File: config.mk
export PLATFORM = sky130hd
export DESIGN_NAME = id_ex_pipeline_reg
export DESIGN_NICKNAME = d
export VERILOG_FILES = /design/src/rtl/rv32im_pkg.sv /design/src/rtl/id_ex_pipeline_reg_fwd_mux.sv /design/src/rtl/id_ex_pipeline_reg.sv
export SDC_FILE = /design/constraint.sdc
export NUM_CORES = 1
export LEC_CHECK = 0
export BUFFER_PORTS_ARGS = -buffer_cell sky130_fd_sc_hd__buf_2
export CAP_MARGIN = 15
export CELL_PAD_IN_SITES_DETAIL_PLACEMENT = 1
export CELL_PAD_IN_SITES_GLOBAL_PLACEMENT = 1
export CORE_MARGIN = 4
export CORE_UTILIZATION = 35
export CTS_CLUSTER_SIZE = 10
export DETAILED_ROUTE_END_ITERATION = 10
export PLACE_DENSITY = 0.85
export SYNTH_ARGS = -nofsm -noshare
export SYNTH_HDL_FRONTEND = slang
export SYNTH_SLANG_ARGS = --single-unit
File: constraint.sdc
create_clock -name CLK -period 2.46 [get_ports CLK]
set_clock_uncertainty 0.2 [all_clocks]
set_input_delay 0.246 -clock CLK [delete_from_list [all_inputs] [get_ports CLK]]
set_output_delay 0.246 -clock CLK [all_outputs]
set_load 0.05 [all_outputs]
File: src/rtl/rv32im_pkg.sv
// Shared RV32IM constants: datapath width, ALU opcode encoding (matches the
// ALU), ID_CTRL bit positions and the operand forwarding select encoding.
package rv32im_pkg;

  localparam int unsigned XLEN       = 32;
  localparam int unsigned REG_ADDR_W = 5;
  localparam int unsigned OPC_W      = 5;
  localparam int unsigned CTRL_W     = 7;

  // ALU operation codes
  localparam logic [4:0] ALU_ADD    = 5'd0;
  localparam logic [4:0] ALU_SUB    = 5'd1;
  localparam logic [4:0] ALU_SLL    = 5'd2;
  localparam logic [4:0] ALU_SLT    = 5'd3;
  localparam logic [4:0] ALU_SLTU   = 5'd4;
  localparam logic [4:0] ALU_XOR    = 5'd5;
  localparam logic [4:0] ALU_SRL    = 5'd6;
  localparam logic [4:0] ALU_SRA    = 5'd7;
  localparam logic [4:0] ALU_OR     = 5'd8;
  localparam logic [4:0] ALU_AND    = 5'd9;
  localparam logic [4:0] ALU_MUL    = 5'd10;
  localparam logic [4:0] ALU_MULH   = 5'd11;
  localparam logic [4:0] ALU_MULHSU = 5'd12;
  localparam logic [4:0] ALU_MULHU  = 5'd13;
  localparam logic [4:0] ALU_DIV    = 5'd14;
  localparam logic [4:0] ALU_DIVU   = 5'd15;
  localparam logic [4:0] ALU_REM    = 5'd16;
  localparam logic [4:0] ALU_REMU   = 5'd17;

  // ID_CTRL = {OP1_PC, OP2_IMM, REG_WRITE, MEM_READ, MEM_WRITE, BRANCH, JUMP}
  localparam int unsigned CTRL_JUMP      = 0;
  localparam int unsigned CTRL_BRANCH    = 1;
  localparam int unsigned CTRL_MEM_WRITE = 2;
  localparam int unsigned CTRL_MEM_READ  = 3;
  localparam int unsigned CTRL_REG_WRITE = 4;
  localparam int unsigned CTRL_OP2_IMM   = 5;
  localparam int unsigned CTRL_OP1_PC    = 6;

  // Forwarding source select
  typedef enum logic [1:0] {
    FWD_REG   = 2'd0,
    FWD_MEMWB = 2'd1,
    FWD_EXMEM = 2'd2
  } fwd_sel_e;

endpackage

File: src/rtl/id_ex_pipeline_reg_fwd_mux.sv
// Forwarding mux for one EX source operand: EX/MEM beats MEM/WB beats the
// registered value; x0 is never forwarded.
module fwd_mux #(
  parameter int unsigned XLEN       = 32,
  parameter int unsigned REG_ADDR_W = 5
) (
  input  logic [REG_ADDR_W-1:0] src,
  input  logic [XLEN-1:0]       reg_val,
  input  logic [REG_ADDR_W-1:0] exmem_rd,
  input  logic                  exmem_reg_write,
  input  logic [XLEN-1:0]       exmem_result,
  input  logic [REG_ADDR_W-1:0] memwb_rd,
  input  logic                  memwb_reg_write,
  input  logic [XLEN-1:0]       memwb_result,
  output logic [XLEN-1:0]       value
);
  import rv32im_pkg::*;

  fwd_sel_e sel;

  // Pick the youngest in-flight producer of src, then steer its value
  always_comb begin
    sel = FWD_REG;
    if (exmem_reg_write && (exmem_rd != '0) && (exmem_rd == src))
      sel = FWD_EXMEM;
    else if (memwb_reg_write && (memwb_rd != '0) && (memwb_rd == src))
      sel = FWD_MEMWB;

    unique case (sel)
      FWD_EXMEM: value = exmem_result;
      FWD_MEMWB: value = memwb_result;
      default:   value = reg_val;
    endcase
  end

endmodule

File: src/rtl/id_ex_pipeline_reg.sv
// ID/EX pipeline register feeding the RV32IM ALU: load-use bubble insertion,
// FLUSH/HOLD handling and EX/MEM + MEM/WB operand forwarding.
// Optional: define ID_EX_HAZARD_COUNTERS_EN to add BUBBLE_COUNT/FLUSH_COUNT.
module id_ex_pipeline_reg #(
  parameter int unsigned XLEN       = 32,
  parameter int unsigned REG_ADDR_W = 5,
  parameter int unsigned OPC_W      = 5
) (
  input  logic                  CLK,
  input  logic                  RESET,
  input  logic [XLEN-1:0]       ID_PC,
  input  logic [XLEN-1:0]       ID_RS1_DATA,
  input  logic [XLEN-1:0]       ID_RS2_DATA,
  input  logic [XLEN-1:0]       ID_IMM,
  input  logic [REG_ADDR_W-1:0] ID_RS1,
  input  logic [REG_ADDR_W-1:0] ID_RS2,
  input  logic [REG_ADDR_W-1:0] ID_RD,
  input  logic [OPC_W-1:0]      ID_ALU_OPCODE,
  input  logic [6:0]            ID_CTRL,
  input  logic                  ID_VALID,
  input  logic                  FLUSH,
  input  logic                  HOLD,
  input  logic [REG_ADDR_W-1:0] EXMEM_RD,
  input  logic                  EXMEM_REG_WRITE,
  input  logic [XLEN-1:0]       EXMEM_RESULT,
  input  logic [REG_ADDR_W-1:0] MEMWB_RD,
  input  logic                  MEMWB_REG_WRITE,
  input  logic [XLEN-1:0]       MEMWB_RESULT,
  output logic [XLEN-1:0]       DATA1,
  output logic [XLEN-1:0]       DATA2,
  output logic [OPC_W-1:0]      ALU_OPCODE,
  output logic [XLEN-1:0]       EX_RS2_FWD,
  output logic [XLEN-1:0]       EX_PC,
  output logic [XLEN-1:0]       EX_IMM,
  output logic [REG_ADDR_W-1:0] EX_RD,
  output logic [6:0]            EX_CTRL,
  output logic                  EX_VALID,
`ifdef ID_EX_HAZARD_COUNTERS_EN
  output logic [31:0]           BUBBLE_COUNT,
  output logic [31:0]           FLUSH_COUNT,
`endif
  output logic                  HAZARD_STALL
);
  import rv32im_pkg::*;

  logic [XLEN-1:0]       ex_pc_q, ex_rs1_data_q, ex_rs2_data_q, ex_imm_q;
  logic [REG_ADDR_W-1:0] ex_rs1_q, ex_rs2_q, ex_rd_q;
  logic [OPC_W-1:0]      ex_opc_q;
  logic [6:0]            ex_ctrl_q;
  logic                  ex_valid_q;

  logic                  hazard_stall;
  logic                  load_bubble, load_id;
  logic                  memwb_hit_rs1, memwb_hit_rs2;
  logic [XLEN-1:0]       fwd_rs1, fwd_rs2;

  // Load-use detection and next-state selection (FLUSH > HOLD > stall > load)
  always_comb begin
    hazard_stall = ex_valid_q && ex_ctrl_q[CTRL_MEM_READ] && ID_VALID &&
                   (ex_rd_q != '0) && ((ex_rd_q == ID_RS1) || (ex_rd_q == ID_RS2)) &&
                   !FLUSH;
    load_bubble  = FLUSH || (!HOLD && (hazard_stall || !ID_VALID));
    load_id      = !FLUSH && !HOLD && !hazard_stall && ID_VALID;
    memwb_hit_rs1 = MEMWB_REG_WRITE && (MEMWB_RD != '0) && (MEMWB_RD == ex_rs1_q);
    memwb_hit_rs2 = MEMWB_REG_WRITE && (MEMWB_RD != '0) && (MEMWB_RD == ex_rs2_q);
  end

  // Stage register; a held stage still absorbs MEM/WB writebacks to its sources
  always_ff @(posedge CLK) begin
    if (!RESET || load_bubble) begin
      ex_pc_q       <= '0;
      ex_rs1_data_q <= '0;
      ex_rs2_data_q <= '0;
      ex_imm_q      <= '0;
      ex_rs1_q      <= '0;
      ex_rs2_q      <= '0;
      ex_rd_q       <= '0;
      ex_opc_q      <= OPC_W'(ALU_ADD);
      ex_ctrl_q     <= '0;
      ex_valid_q    <= 1'b0;
    end else if (load_id) begin
      ex_pc_q       <= ID_PC;
      ex_rs1_data_q <= ID_RS1_DATA;
      ex_rs2_data_q <= ID_RS2_DATA;
      ex_imm_q      <= ID_IMM;
      ex_rs1_q      <= ID_RS1;
      ex_rs2_q      <= ID_RS2;
      ex_rd_q       <= ID_RD;
      ex_opc_q      <= ID_ALU_OPCODE;
      ex_ctrl_q     <= ID_CTRL;
      ex_valid_q    <= 1'b1;
    end else begin
      if (memwb_hit_rs1) ex_rs1_data_q <= MEMWB_RESULT;
      if (memwb_hit_rs2) ex_rs2_data_q <= MEMWB_RESULT;
    end
  end

  fwd_mux #(.XLEN(XLEN), .REG_ADDR_W(REG_ADDR_W)) u_fwd_rs1 (
    .src(ex_rs1_q), .reg_val(ex_rs1_data_q),
    .exmem_rd(EXMEM_RD), .exmem_reg_write(EXMEM_REG_WRITE), .exmem_result(EXMEM_RESULT),
    .memwb_rd(MEMWB_RD), .memwb_reg_write(MEMWB_REG_WRITE), .memwb_result(MEMWB_RESULT),
    .value(fwd_rs1)
  );

  fwd_mux #(.XLEN(XLEN), .REG_ADDR_W(REG_ADDR_W)) u_fwd_rs2 (
    .src(ex_rs2_q), .reg_val(ex_rs2_data_q),
    .exmem_rd(EXMEM_RD), .exmem_reg_write(EXMEM_REG_WRITE), .exmem_result(EXMEM_RESULT),
    .memwb_rd(MEMWB_RD), .memwb_reg_write(MEMWB_REG_WRITE), .memwb_result(MEMWB_RESULT),
    .value(fwd_rs2)
  );

  // ALU operand selection and stage outputs
  always_comb begin
    DATA1        = ex_ctrl_q[CTRL_OP1_PC]  ? ex_pc_q  : fwd_rs1;
    DATA2        = ex_ctrl_q[CTRL_OP2_IMM] ? ex_imm_q : fwd_rs2;
    EX_RS2_FWD   = fwd_rs2;
    ALU_OPCODE   = ex_opc_q;
    EX_PC        = ex_pc_q;
    EX_IMM       = ex_imm_q;
    EX_RD        = ex_rd_q;
    EX_CTRL      = ex_ctrl_q;
    EX_VALID     = ex_valid_q;
    HAZARD_STALL = hazard_stall;
  end

`ifdef ID_EX_HAZARD_COUNTERS_EN
  logic [31:0] bubble_cnt_q, flush_cnt_q;

  // Saturating event counters; held cycles are not counted
  always_ff @(posedge CLK) begin
    if (!RESET) begin
      bubble_cnt_q <= '0;
      flush_cnt_q  <= '0;
    end else begin
      if (FLUSH && (flush_cnt_q != '1))
        flush_cnt_q <= flush_cnt_q + 32'd1;
      if (!HOLD && hazard_stall && (bubble_cnt_q != '1))
        bubble_cnt_q <= bubble_cnt_q + 32'd1;
    end
  end

  always_comb begin
    BUBBLE_COUNT = bubble_cnt_q;
    FLUSH_COUNT  = flush_cnt_q;
  end
`endif

endmodule

==> results of run 1 <==
[cell usage after synthesis, types with 2 or more instances]
cell type,n,area share (%)
xnor2_1,20,1.6
o31ai_1,33,2.3
buf_6,5,0.52
or3_1,2,0.12
mux2_2,95,9.8
dfxtp_1,156,29
or4_1,30,2.1
a21oi_1,91,4.2
buf_2,35,1.6
nand2_1,314,11
nand3_1,4,0.18
buf_1,7,0.24
nor4_1,65,3.7
xor2_1,10,0.81
o21ai_1,7,0.32
mux2_1,27,2.8
a221oi_1,32,2.6
a31oi_2,3,0.35
nor2_1,35,1.2
o21ai_0,26,1.2
or4_4,4,0.41
buf_4,5,0.35
a211oi_1,65,4.5
a311oi_1,64,5.2
clkbuf_1,117,4.0
a31oi_1,29,1.7
nor2b_1,3,0.17
a2bb2oi_1,90,7.2
inv_1,2,0.069
[kinds of logic after synthesis]
logic type,count (synthesis),share of synthesized area [%]
xor+xnor,30,2.416
buf+inv,171,6.823
flops,156,28.72
mux,122,12.63
simple gates,463,19.18
compound gates,447,30.23
[timing repair]
item                                    4_1_cts
hold buffers                                 65
pin swaps                                    68
hold endpoints to repair                     65
resized for setup                           415
cloned                                       12
endpoints found under the setup margin      102
buffers inserted                             49
[through the flow]
step / hold WS, ns / utilization (%) / instances / instance area [sq um]
3_5_place_dp: 0.2798 / 52.81 / 2226 / 16150
4_1_cts: 0.00004574 / 64.44 / 2369 / 19710
2_1_floorplan: 0.2587 / - / 1389 / 12070
3_3_place_gp: 0.2706 / 52.81 / 2226 / 16150
==> results.yml, run 1 <==
floorplanning:
  rows: 64
  boundaryPins: 415
  die_y_um: 184.3
  die_x_um: 184.3
  initial_core_util_pct: 35.55
sta:
  crit_endpoint: "DATA2[18]"
  worst_endpoint_kind: "output port"
global_route:
  grt_max_degree: 82
  antenna_found_initial: 31
synth:
  synth_cell_types: 42
  syn_inst: 1389
  synthArstFlopShare_pct: 0
  synth_flop_cell: "dfxtp_1"
  ys_seq_elements: 156
  synth_edf_count: 0
  synth_area_sq_mm: 0.01087
  avgSynthCellArea_sq_um: 7.829
  synth.yosys.seq_area_share_pct: 28.72
  ys_warn_count: 0
  syn_nets: 1625
clock_tree:
  htreeDepth: 4
  clockRootBuffer: "clkbuf_16"
  cts_sinks: 156
  cts_buffers: 17
  clk_path_buf_depth: 2
run_status:
  stop_error: "[ERROR GRT-0228] Horizontal edge usage exceeds the maximum allowed. (19, 8) usage=65535 limit=3200"
  status: "stopped before the end"
  stop_stage: "global routing"
placement:
  post-place-ws_ns: -0.4444
  dpl.hpwl_um: 44240
  port_buffers: 414
  gp_congestion: 0.9363
==> inputs of run 2 (changes only) <==
--- a/config.mk
+++ b/config.mk
@@ -7,13 +7,10 @@
 export LEC_CHECK = 0
 export BUFFER_PORTS_ARGS = -buffer_cell sky130_fd_sc_hd__buf_2
 export CAP_MARGIN = 15
-export CELL_PAD_IN_SITES_DETAIL_PLACEMENT = 1
-export CELL_PAD_IN_SITES_GLOBAL_PLACEMENT = 1
 export CORE_MARGIN = 4
-export CORE_UTILIZATION = 35
-export CTS_CLUSTER_SIZE = 10
+export CORE_UTILIZATION = 20
 export DETAILED_ROUTE_END_ITERATION = 10
-export PLACE_DENSITY = 0.85
+export PLACE_DENSITY_LB_ADDON = 0.15
 export SYNTH_ARGS = -nofsm -noshare
 export SYNTH_HDL_FRONTEND = slang
 export SYNTH_SLANG_ARGS = --single-unit
==> run 2 against run 1 <==
Net effect:
- the flow now finishes, with violations (negative setup slack)
- area after synthesis unchanged
- synthesized cell count did not move
==> results.yml, run 2 <==
run_status:
  status: "finished, violations left"
  failed_checks: "negative setup slack"
synth:
  synth_flop_cell: "dfxtp_1"
  synth_area_sq_mm: 0.01087
  syn_nets: 1625
  synth.yosys.seq_area_share_pct: 28.72
  synthArstFlopShare_pct: 0
  synth_top_area_share_pct: 28.72
  synth_edf_count: 0
  synth_cell_types: 42
  synth_most_common_cell: "nand2_1"
  syn_inst: 1389
  synth_top_cell_by_area: "dfxtp_1"
  synthTopCellsByArea: "dfxtp_1, nand2_1, mux2_2"
  ys_seq_elements: 156
  avgSynthCellArea_sq_um: 7.829
  synthTopCellsByCount: "nand2_1, dfxtp_1, clkbuf_1, mux2_2, a21oi_1"
  ys_warn_count: 0
sta:
  slew_headroom_pct: 49.31
  hold_viol_final: 0
  fmax_ghz: 0.3176
  timing.hold.ws_ns: 0.03910
  grt_setup_unrepaired: "true"
  fin_crit_sh_pct: 128.0
  finalSetupTns_ns: -53.19
  worst_slack_ns: -0.6885
  slew_viol_final: 0
  tightest_slew_ns: 0.7535
  fin_crit_ns: 3.149
  setup_viol: 96
floorplanning:
  coreArea_sq_mm: 0.05381
  initial_core_util_pct: 20.21
  dieArea_sq_mm: 0.05817
  rows: 85
  die_y_um: 241.2
  boundaryPins: 415
  die_x_um: 241.2
pwr:
  power_density_mw_per_mm2: 369.7
  max-vdd-ir-drop_mv: 0.5386
  power_leakage_uw: 0.007983
critical_path:
  r2r_slack_ns: 0.05
  cp-start-kind: "register"
  cp_num_buf_inv: 2
  path_cells: "xor2_1, a211o_4, buf_12, or4_4, a31oi_4, mux2_4, buf_8"
  required_ns: 2.01
  critPathCaptureType: "output port"
  path_max_fanout: 31
  crit_family: "compound AO/OA/AOI/OAI gates"
  crit_type: "reg2out"
  cpMaxStageDelayCell: "or4_4"
  critical_path.max_stage_delay_ns: 0.51
  critPathArrivalTime_ns: 2.70
drt:
  postRouteAntennaNets: 0
  highest-signal-layer: "met5"
  vias: 14140
  drt-met1-wl_um: 29800
  wl_met2_um: 32140
  dr.pass1.iters: 5
  wl_per_cell_um: 23.87
  drtIter0Drc: 909
  wirelength_um: 66390
  avgViaCountPerCell: 5.084
  drcViolationCount: 0
  wl_met3_um: 2844
placement:
  dpl.hpwl_um: 46200
  placed_area_sq_mm: 0.01665
  port_buffers: 414
  gp_congestion: 0.8287
  post-place-ws_ns: -0.4819
cells_and_area:
  mostFrequentLayoutCells: "buf_2, nand2_1, buf_4, dlygate4sd3_1, dfxtp_1"
  final_area_sq_mm: 0.02125
  final_common_cell: "buf_2"
  final_nets: 2301
  area_growth_pct: 95.39
  drive_gt1_share_pct: 50.34
min_path:
  min_path_type: "in2reg"
run:
  maxCapViolCount: 0
clock_tree:
  cts_buffers: 17
  clock_latency_ns: 0.49
  clockRootBuffer: "clkbuf_16"
  cts_sinks: 156
  clk_path_buf_depth: 2
  path_clk_slew_ns: 0.08
  cts_tree: "built"
  htreeDepth: 4
global_route:
  grt_pass1_vias: 14200
  track_usage_pct: 21.70
  antenna_found_initial: 13
  grt_max_degree: 81
  grt-ovfl-total: 0
  grt_pass1_wl_um: 94470
[run 2: cell counts after synthesis]
Identical to the previous run, type by type.
[run 2: final timing paths]
kind                          start                 to  cells past startpoint
setup / recovery        ex_rs2_q[4]          DATA2[13]                      7
hold / removal     MEMWB_RESULT[18]  ex_rs2_data_q[18]                      4
setup reg to reg           EX_RD[1]  ex_rs2_data_q[31]                      8
hold reg to reg   ex_rs1_data_q[31]  ex_rs1_data_q[31]                      2
[run 2: logic make-up after synthesis]
| family | synth area share, % |
|---|---|
| AND/OR/NAND/NOR | 19.18 |
| AO/OA/AOI/OAI | 30.23 |
| buffers and inverters | 6.823 |
| flip-flops | 28.72 |
| multiplexers | 12.63 |
| XOR/XNOR | 2.416 |
[run 2: per-layer routing]
metal | vias to the layer above | track usage (%)
li1 | 6635 | -
met1 | 7046 | 28.69
met2 | 374 | 36.23
met3 | 73 | 3.942
met4 | 10 | 6.399
met5 | - | 0
[run 2: cell type report]
cell class | count | area, sq um
multi-input cells | 1062 | 9144
flip-flops and latches | 156 | 3157
repair buffers | 826 | 7453
inverters | 2 | 7.507
clock inverters | 13 | 153.9
fillers | 5353 | 32570
diodes | 7 | 17.52
clock buffers | 19 | 442.9
well taps | 696 | 870.8
[run 2: power by group]
| group | internal, uW | leakage [uW] | switching, uW |
|---|---|---|---|
| combinational | 1060 | 0.00642 | 1270 |
| sequential | 2570 | 0.00127 | 54.0 |
| clock | 1550 | 0.000292 | 1350 |
| total | 5180 | 0.00798 | 2680 |
[run 2: worst reg2reg max path: stages (launching register included)]
cell,delay (ns)
dfxtp_4,0.36
or4_4,0.57
o2111ai_4,0.24
buf_6,0.14
o31ai_4,0.08
buf_6,0.19
buf_12,0.15
buf_12,0.14
a311oi_2,0.24
[run 2: timing repair]
action                                  CTS  global route
endpoints found under the setup margin  100           197
endpoints found under the hold margin   155             0
pin swaps                                49            43
gates resized for setup                 302            83
gates cloned                             10             5
setup buffers                            20            32
hold buffers                            158             0
[run 2: metrics by stage]
| step | std cells | power [uW] | util [%] |
|---|---|---|---|
| final | 2781 | 7855 | 39.48 |
| after CTS | 2743 | 7887 | 38.23 |
| after floorplan | 1389 | 3639 | - |
| after detailed placement | 2524 | 4483 | 30.93 |
| after global routing | 2781 | 8174 | 39.48 |
| after global placement | 2524 | 4470 | 30.93 |
Note: power is estimated with default switching activity, not from simulation.
